File: config.mk
export PLATFORM = sky130hd
export DESIGN_NAME = sr_latch_driver_flat
export DESIGN_NICKNAME = d
export VERILOG_FILES = /design/src/rtl/sr_drv_pkg.sv /design/src/rtl/sr_latch_driver_if.sv /design/src/rtl/sync_2ff.sv /design/src/rtl/sr_latch_driver.sv /design/src/flat_wrapper.sv
export SDC_FILE = /design/constraint.sdc
export NUM_CORES = 1
export LEC_CHECK = 0
export BUFFER_PORTS_ARGS = -buffer_cell sky130_fd_sc_hd__buf_2
export CORE_AREA = 8 8 48 50
export DETAILED_ROUTE_END_ITERATION = 16
export DIE_AREA = 0 0 56 58
export GPL_ROUTABILITY_DRIVEN = 0
export PLACE_DENSITY = 0.74
export SYNTH_ARGS = -nofsm -noshare
export SYNTH_HDL_FRONTEND = slang
export SYNTH_HIERARCHICAL = 1
export SYNTH_SLANG_ARGS = --single-unit
File: constraint.sdc
create_clock -name clk -period 4.05 [get_ports clk]
set_input_delay 0.81 -clock clk [delete_from_list [all_inputs] [get_ports clk]]
set_output_delay 0.81 -clock clk [all_outputs]
set_load 0.01 [all_outputs]
File: src/rtl/sr_drv_pkg.sv
// sr_drv_pkg: shared types and helpers for the SR latch driver.
//   state_t    - FSM state (IDLE, PULSE, SETTLE, CHECK)
//   ST_*       - explicit state encodings
//   cnt_width  - width of the phase counter, sized for the longest phase
package sr_drv_pkg;

    localparam logic [1:0] ST_IDLE   = 2'd0;
    localparam logic [1:0] ST_PULSE  = 2'd1;
    localparam logic [1:0] ST_SETTLE = 2'd2;
    localparam logic [1:0] ST_CHECK  = 2'd3;

    typedef enum logic [1:0] {
        IDLE   = ST_IDLE,
        PULSE  = ST_PULSE,
        SETTLE = ST_SETTLE,
        CHECK  = ST_CHECK
    } state_t;

    // Counter holds values up to max(pulse, settle) and never wraps.
    function automatic int cnt_width(input int pulse, input int settle);
        int m;
        m = (pulse > settle) ? pulse : settle;
        return $clog2(m + 1);
    endfunction

endpackage

File: src/rtl/sr_latch_driver_if.sv
// sr_drv_if: request/status bundle between control logic and the latch driver.
//   req_valid, req_value : request from the controller
//   req_ready, busy      : driver availability
//   done, err            : one-cycle completion pulse and readback error
// Modports: master = controller side, slave = driver side.
interface sr_drv_if;
    logic req_valid;
    logic req_value;
    logic req_ready;
    logic busy;
    logic done;
    logic err;

    modport master (output req_valid, req_value, input req_ready, busy, done, err);
    modport slave  (input req_valid, req_value, output req_ready, busy, done, err);
endinterface

File: src/rtl/sync_2ff.sv
// sync_2ff: multi-flop synchronizer for the 2-bit latch feedback {q, qn}.
//   clk, rst_n : clock and async active-low reset (flops clear to 0)
//   din        : asynchronous input
//   dout       : synchronized output, STAGES clocks of latency
module sync_2ff #(
    parameter int STAGES = 2
) (
    input  logic       clk,
    input  logic       rst_n,
    input  logic [1:0] din,
    output logic [1:0] dout
);
    logic [STAGES-1:0][1:0] pipe;

    always_ff @(posedge clk or negedge rst_n) begin
        if (!rst_n) pipe <= '0;
        else        pipe <= {pipe[STAGES-2:0], din};
    end

    assign dout = pipe[STAGES-1];
endmodule

File: src/rtl/sr_latch_driver.sv
// sr_latch_driver: drives an active-low NAND SR latch with a timed set/reset
// pulse, waits for the feedback synchronizer to flush, then reports done/err.
//   clk, rst_n   : clock, async active-low reset
//   bus (slave)  : req_valid/req_value in; req_ready/busy/done/err out
//   s_n, r_n     : registered active-low set/reset to the latch, never both low
//   q_fb, qn_fb  : raw latch outputs, asynchronous to clk
// Optional: define SR_DRV_SKIP_EN to skip the pulse when the latch already
// holds the requested value (done one cycle after accept, err=0).
module sr_latch_driver
    import sr_drv_pkg::*;
#(
    parameter int PULSE_CYCLES  = 2,
    parameter int SETTLE_CYCLES = 1,
    parameter int SYNC_STAGES   = 2
) (
    input  logic        clk,
    input  logic        rst_n,
    sr_drv_if.slave     bus,
    output logic        s_n,
    output logic        r_n,
    input  logic        q_fb,
    input  logic        qn_fb
);
    localparam int WAIT_CYCLES = SETTLE_CYCLES + SYNC_STAGES;
    localparam int CNT_W       = cnt_width(PULSE_CYCLES, WAIT_CYCLES);

    state_t           state;
    logic [CNT_W-1:0] cnt;
    logic             value;
    logic             ready_q;
    logic             done_q;
    logic             err_q;
    logic             q_s;
    logic             qn_s;
    logic             skip;

    // FSM only ever sees the synchronized feedback.
    sync_2ff #(.STAGES(SYNC_STAGES)) u_sync (
        .clk   (clk),
        .rst_n (rst_n),
        .din   ({q_fb, qn_fb}),
        .dout  ({q_s, qn_s})
    );

`ifdef SR_DRV_SKIP_EN
    assign skip = (q_s == bus.req_value) && (qn_s == ~bus.req_value);
`else
    assign skip = 1'b0;
`endif

    always_ff @(posedge clk or negedge rst_n) begin
        if (!rst_n) begin
            // Async reset releases any active pulse immediately.
            state   <= IDLE;
            cnt     <= '0;
            value   <= 1'b0;
            s_n     <= 1'b1;
            r_n     <= 1'b1;
            ready_q <= 1'b1;
            done_q  <= 1'b0;
            err_q   <= 1'b0;
        end else begin
            done_q <= 1'b0;
            err_q  <= 1'b0;
            case (state)
                IDLE: begin
                    if (bus.req_valid) begin
                        value   <= bus.req_value;
                        ready_q <= 1'b0;
                        if (skip) begin
                            state  <= CHECK;
                            done_q <= 1'b1;
                        end else begin
                            state <= PULSE;
                            cnt   <= CNT_W'(PULSE_CYCLES);
                            s_n   <= ~bus.req_value;
                            r_n   <= bus.req_value;
                        end
                    end
                end
                PULSE: begin
                    if (cnt == CNT_W'(1)) begin
                        state <= SETTLE;
                        cnt   <= CNT_W'(WAIT_CYCLES);
                        s_n   <= 1'b1;
                        r_n   <= 1'b1;
                    end else begin
                        cnt <= cnt - CNT_W'(1);
                    end
                end
                SETTLE: begin
                    // done/err are registered, so they are raised on the edge
                    // that enters CHECK and are visible for the CHECK cycle.
                    if (cnt == CNT_W'(1)) begin
                        state  <= CHECK;
                        cnt    <= '0;
                        done_q <= 1'b1;
                        err_q  <= (q_s != value) | (q_s == qn_s);
                    end else begin
                        cnt <= cnt - CNT_W'(1);
                    end
                end
                CHECK: begin
                    state   <= IDLE;
                    ready_q <= 1'b1;
                end
                default: begin
                    state   <= IDLE;
                    s_n     <= 1'b1;
                    r_n     <= 1'b1;
                    ready_q <= 1'b1;
                end
            endcase
        end
    end

    assign bus.req_ready = ready_q;
    assign bus.busy      = ~ready_q;
    assign bus.done      = done_q;
    assign bus.err       = err_q;
endmodule

File: src/flat_wrapper.sv
// flat-port wrapper written by rule: the top's interface ports become plain ports
module sr_latch_driver_flat import sr_drv_pkg::*;
#(
    parameter int PULSE_CYCLES  = 2,
    parameter int SETTLE_CYCLES = 1,
    parameter int SYNC_STAGES   = 2
)
  (clk, rst_n, s_n, r_n, q_fb, qn_fb, bus_req_valid, bus_req_value, bus_req_ready, bus_busy, bus_done, bus_err);
  sr_drv_if bus_i ();
  input  logic clk;
  input  logic rst_n;
  output logic s_n;
  output logic r_n;
  input  logic q_fb;
  input  logic qn_fb;
  input wire logic [$bits(bus_i.req_valid)-1:0] bus_req_valid;
  input wire logic [$bits(bus_i.req_value)-1:0] bus_req_value;
  output wire logic [$bits(bus_i.req_ready)-1:0] bus_req_ready;
  output wire logic [$bits(bus_i.busy)-1:0] bus_busy;
  output wire logic [$bits(bus_i.done)-1:0] bus_done;
  output wire logic [$bits(bus_i.err)-1:0] bus_err;
  assign bus_i.req_valid = bus_req_valid;
  assign bus_i.req_value = bus_req_value;
  assign bus_req_ready = bus_i.req_ready;
  assign bus_busy = bus_i.busy;
  assign bus_done = bus_i.done;
  assign bus_err = bus_i.err;
  sr_latch_driver #(.PULSE_CYCLES(PULSE_CYCLES), .SETTLE_CYCLES(SETTLE_CYCLES), .SYNC_STAGES(SYNC_STAGES)) u_core (.clk(clk), .rst_n(rst_n), .bus(bus_i), .s_n(s_n), .r_n(r_n), .q_fb(q_fb), .qn_fb(qn_fb));
endmodule
# After elaboration in Yosys (flattened, before gate mapping)
# Cells that the tools add are included.
[op_classes] mux=19 n_bitwise=3 add_sub_neg=1 eq_ne=9 n_reduce_logical=9
[ops] operator="$mux W2" n=6
[ops] operator="$mux W1" n=8
[ops] operator="$pmux W2 S4" n=1
[ops] operator="$pmux W1 S2" n=3
[ops] operator="$pmux W2 S3" n=1
[ops] operator="$reduce_and A2 Y1" n=3
[ops] operator="$reduce_and A3 Y1" n=2
[ops] operator="$eq A2 B1 Y1 const B" n=2
[ops] operator="$eq A2 B2 Y1 const B" n=2
[ops] operator="$ne A2 B1 Y1 const B" n=2
[ops] operator="$reduce_bool A2 Y1" n=2
[ops] operator="$reduce_bool A3 Y1" n=1
[ops] operator="$logic_not A2 Y1" n=1
[ops] operator="$ne A2 B2 Y1 const B" n=1
[ops] operator="$not A1 Y1" n=2
[ops] operator="$sub A2 B1 Y2 const B" n=1
[ops] operator="$eq A1 B1 Y1" n=1
[ops] operator="$ne A1 B1 Y1" n=1
[ops] operator="$or A1 B1 Y1" n=1
[word_totals] reg_bits=14

# Logic depth before layout (Yosys ltp)
[logic_depth] depth_word=4 mapped_depth=5 depth_no_buf=5

# Cells and area by module
# Netlist, hierarchy kept.
[by_module_without_submodules] module="sr_latch_driver" cells_per_inst=53 area_each_um2=569.3 seq_area_each_um2=254.0 instances=1
[by_module_without_submodules] module="sync_2ff" cells_per_inst=6 area_each_um2=115.1 seq_area_each_um2=100.1 instances=1

# Least setup slack after synthesis
# OpenSTA, ideal clock, no wires.
[synth_timing] path_type="input to register" start="in bus_req_valid" end="reg u_core.state[1]" path_stages=3 arrival_ps=1382 slack_ps=2542 cell_sequence="nand2b_2 o21ai_2 mux2_4"
[synth_between] elab_chain_len=2
[synth_lines] item="start: declaration" line_no="flat_wrapper.sv:16" text="input wire logic [$bits(bus_i.req_valid)-1:0] bus_req_valid;"
[synth_lines] item="$ne A2 B2 Y1 (no source line)"
[synth_lines] item="$reduce_and A3 Y1 (no source line)"
[synth_lines] item="end signal: assignment" line_no="sr_latch_driver.sv:54" text="state <= IDLE;"
[synth_lines] item="end signal: assignment" line_no="sr_latch_driver.sv:71" text="state <= CHECK;"
[synth_lines] item="end signal: assignment" line_no="sr_latch_driver.sv:74" text="state <= PULSE;"
[synth_lines] item="end: declaration" line_no="sr_latch_driver.sv:27" text="state_t state;"
# No other way between the ends.
# A chain may end at the register's enable or synchronous reset.

# Worst setup path after layout
[layout_timing] start="reg u_core.ready_q (netlist: u_core/bus.req_ready)" end="out bus_busy"
[layout_between] elab_chain_len=1
[layout_lines] item="start: declaration" line_no="sr_latch_driver.sv:30" text="logic ready_q;"
[layout_lines] item="start signal: assignment" line_no="sr_latch_driver.sv:59" text="ready_q <= 1'b1;"
[layout_lines] item="start signal: assignment" line_no="sr_latch_driver.sv:69" text="ready_q <= 1'b0;"
[layout_lines] item="start signal: assignment" line_no="sr_latch_driver.sv:105" text="ready_q <= 1'b1;"
[layout_lines] item="$not A1 Y1" line_no="sr_latch_driver.sv:118" text="assign bus.busy = ~ready_q;"
[layout_lines] item="end: declaration" line_no="flat_wrapper.sv:19" text="output wire logic [$bits(bus_i.busy)-1:0] bus_busy;"
# No other way between the ends.

==> results.md <==
- Outcome: finished, final reports clean
- Syn nets: 72
- Max layer used: met4
- Fillers: 154
- Combinational power share: 0.474
- Reg area: 354 sq um
- Hold Crit Depth: 0
- DRC Markers: 0
- Port Buffers: 11
- Placed insts: 85
- Post-DP Area: 746 sq um
- Wirelength per Cell: 13.0 um
- Power Internal: 0.394 mW
- Worst r2r dst: u_core/state[1]
- Sequential share of the synthesized area: 0.517
- Total grt overflow: 0
- WL met3: 74 um
- CTS tree: done
- Worst hold path type: flip-flop to flip-flop
- Vias in the first global route: 496
- Clk pwr share: 0.157
- FF-to-FF Start: u_core/state[0]
- Initial Util: 0.424
- PD cells: 798 mW/mm^2
- Cell row count: 15
- Ys Warns: 6
- Die Ht: 58 um
- CP max FO: 4
- Netlist area before placement: 684 sq um
- Core Box Area: 0.00161 sq mm
- Top cells by area, synth: dfrtp_1 (40%), ha_1 (13%), dfstp_2 (12%)
- Worst-skew pair later-pin latency: 0.27 ns
- Via count: 468
- Multi-input logic area: 289 sq um
- Final period util: 0.445
- Drt pass-1 iters: 6
- Hold path start: u_core/u_sync/pipe[1]
- Share of the synthesized area in the top cell type: 0.402
- Most frequent cells in the layout: buf_2 (11), dfrtp_1 (11), inv_1 (7), ha_1 (7), nor2_1 (5)
- Core Util, Final: 0.484
- R2R cell count: 5
- Hold buffer count at CTS: 0
- RSZ-0062 raised after global routing: false
- Via/cell ratio: 5.26
- Setup Buffers After CTS: 0
- Setup crit end kind: output pin
- Final Skew: 0.00181 ns
- Starting DRT DRC Count: 18
- Count of final setup violators: 0
- Total of max-cap violations: 0
- Final Max Tran Viols: 0
- CTS sink cnt: 14
- Leakage Power: 0.397 nW
- CTS root buf: clkbuf_4
- Num CTS Buffers: 3
- Sequential power share: 0.368
- Largest net degree at the start of global routing: 15
- Final WL: 1.16 mm
- Distinct cells, synth: 27
- Routed length on met2: 597 um
- Fin area: 782 sq um
- Post-route ant nets: 0
- Maximum clock rate: 0.555 GHz
- Total Routing Usage GR: 0.0780
- Switching Fraction: 0.369
- Share of cells above drive strength 1: 0.319
- WS Path Type: flip-flop to output pin
- Reg clk slew, reported paths: 0.08 ns
- CP required: 3.24 ns
- CP cell instances: inv_1, buf_2
- Post-route setup slack: 2.25 ns
- IO Pins: 12
- Pre-CTS setup slack: 2.36 ns
- CTS Buffer Depth: 2
- H-tree Lvls: 1
- Die Wd: 56 um
- Crit start category: flip-flop
- Sw Pwr: 0.230 mW
- Power, Total: 0.624 mW
- Post-CTS Resized: 0
- Fin nets: 86
- Tmin final: 1.80 ns
- WHS Endpoint: u_core/u_sync/dout[1]
- Slew @ Worst Pin: 0.302 ns
- Cell taking the most area after synthesis: dfrtp_1
- Worst path max stage delay: 0.56 ns
- Die area: 0.00325 sq mm
- Synthesized area per cell: 11.6 sq um
- P&R area growth vs syn: 14.3%
- First-pass GRT wire length: 2.06 mm
- Register bit count reported by yosys: 14
- Layout Cells excl Fill: 89
- Hold WS: 0.361 ns
- Post-DP HPWL: 938 um
- Antenna violations before repair: 0
- Worst path slowest cell: dfstp_2
- Register-to-register setup slack: 2.57 ns
- Post-Synthesis Cells: 59
- Final hold violation count: 0
- Peak supply drop: 303 uV
- Arr. time, crit path: 0.99 ns
- Final setup TNS: 0 ns
- DRT met1 WL: 463 um
- Antenna diodes: 0
- Worst slew margin: 0.799
==> worst max-delay path, delay by kind of cell, from the launching register on <==
| family | cells | cell delay [ns] |
|---|---|---|
| buffers and inverters | 2 | 0.17 |
| flip-flops | 1 | 0.56 |
==> registers in the layout (all words and copies together), names as in the netlist, 2 cells and up <==
register,count
u_core/u_sync/pipe,2
u_core/u_sync/dout,2
u_core/state,2
u_core/cnt,2
==> Yosys cell counts <==
cell type	count
dfrtp_1	11
ha_1	7
inv_1	7
nor2_1	5
nand2_1	4
dfstp_2	3
buf_4	2
a21boi_1	1
a21oi_1	1
a22oi_1	1
a2bb2oi_1	1
a31oi_1	1
a32o_1	1
and2_1	1
and2_4	1
mux2_2	1
mux2_4	1
mux2i_1	1
nand2b_1	1
nand2b_2	1
o2111ai_1	1
o211a_1	1
o21ai_0	1
o21ai_2	1
o22a_1	1
o22ai_1	1
o32ai_1	1
==> layout make-up <==
cell class                 instances  share of cell area
clock buffer                       4              0.0464
inverter                           7              0.0336
multi-input combinational         36               0.370
sequential                        14               0.453
tap                               17              0.0272
timing repair buffer              11              0.0704
==> kinds of logic after synthesis <==
| family | share of synthesized area |
|---|---|
| DFF | 0.517 |
| AOI/OAI and AO/OA | 0.148 |
| and+or+nand+nor | 0.0932 |
| buffers and inverters | 0.0603 |
| adders and majority gates | 0.128 |
| muxes | 0.0530 |
==> power by group through the flow <==
stage / Clock (mW) / Sequential, mW / Combinational [mW]
after floorplan: 0 / 0.234 / 0.221
after global placement: 0 / 0.231 / 0.286
after detailed placement: 0 / 0.232 / 0.299
after CTS: 0.102 / 0.230 / 0.300
after global routing: 0.107 / 0.235 / 0.335
final: 0.0981 / 0.230 / 0.296
==> how the worst max path moves through the flow <==
stage,start,endpoint,slack [ns],depth (start not counted)
2_1_floorplan,bus_req_valid,u_core/state[1],2.54,3
3_3_place_gp,bus_req_valid,u_core/state[1],2.38,4
3_5_place_dp,bus_req_valid,u_core/state[1],2.36,4
4_1_cts,u_core/bus.req_ready,bus_busy,2.23,2
5_1_grt,u_core/bus.req_ready,bus_busy,2.20,2
6_report,u_core/bus.req_ready,bus_busy,2.25,2
==> layer usage <==
layer	global-route usage	vias to the layer above
met5	0	-
met4	0.0619	0
met3	0.0240	2
met2	0.135	13
met1	0.0757	227
li1	-	226
(Power assumes the default switching activity.)
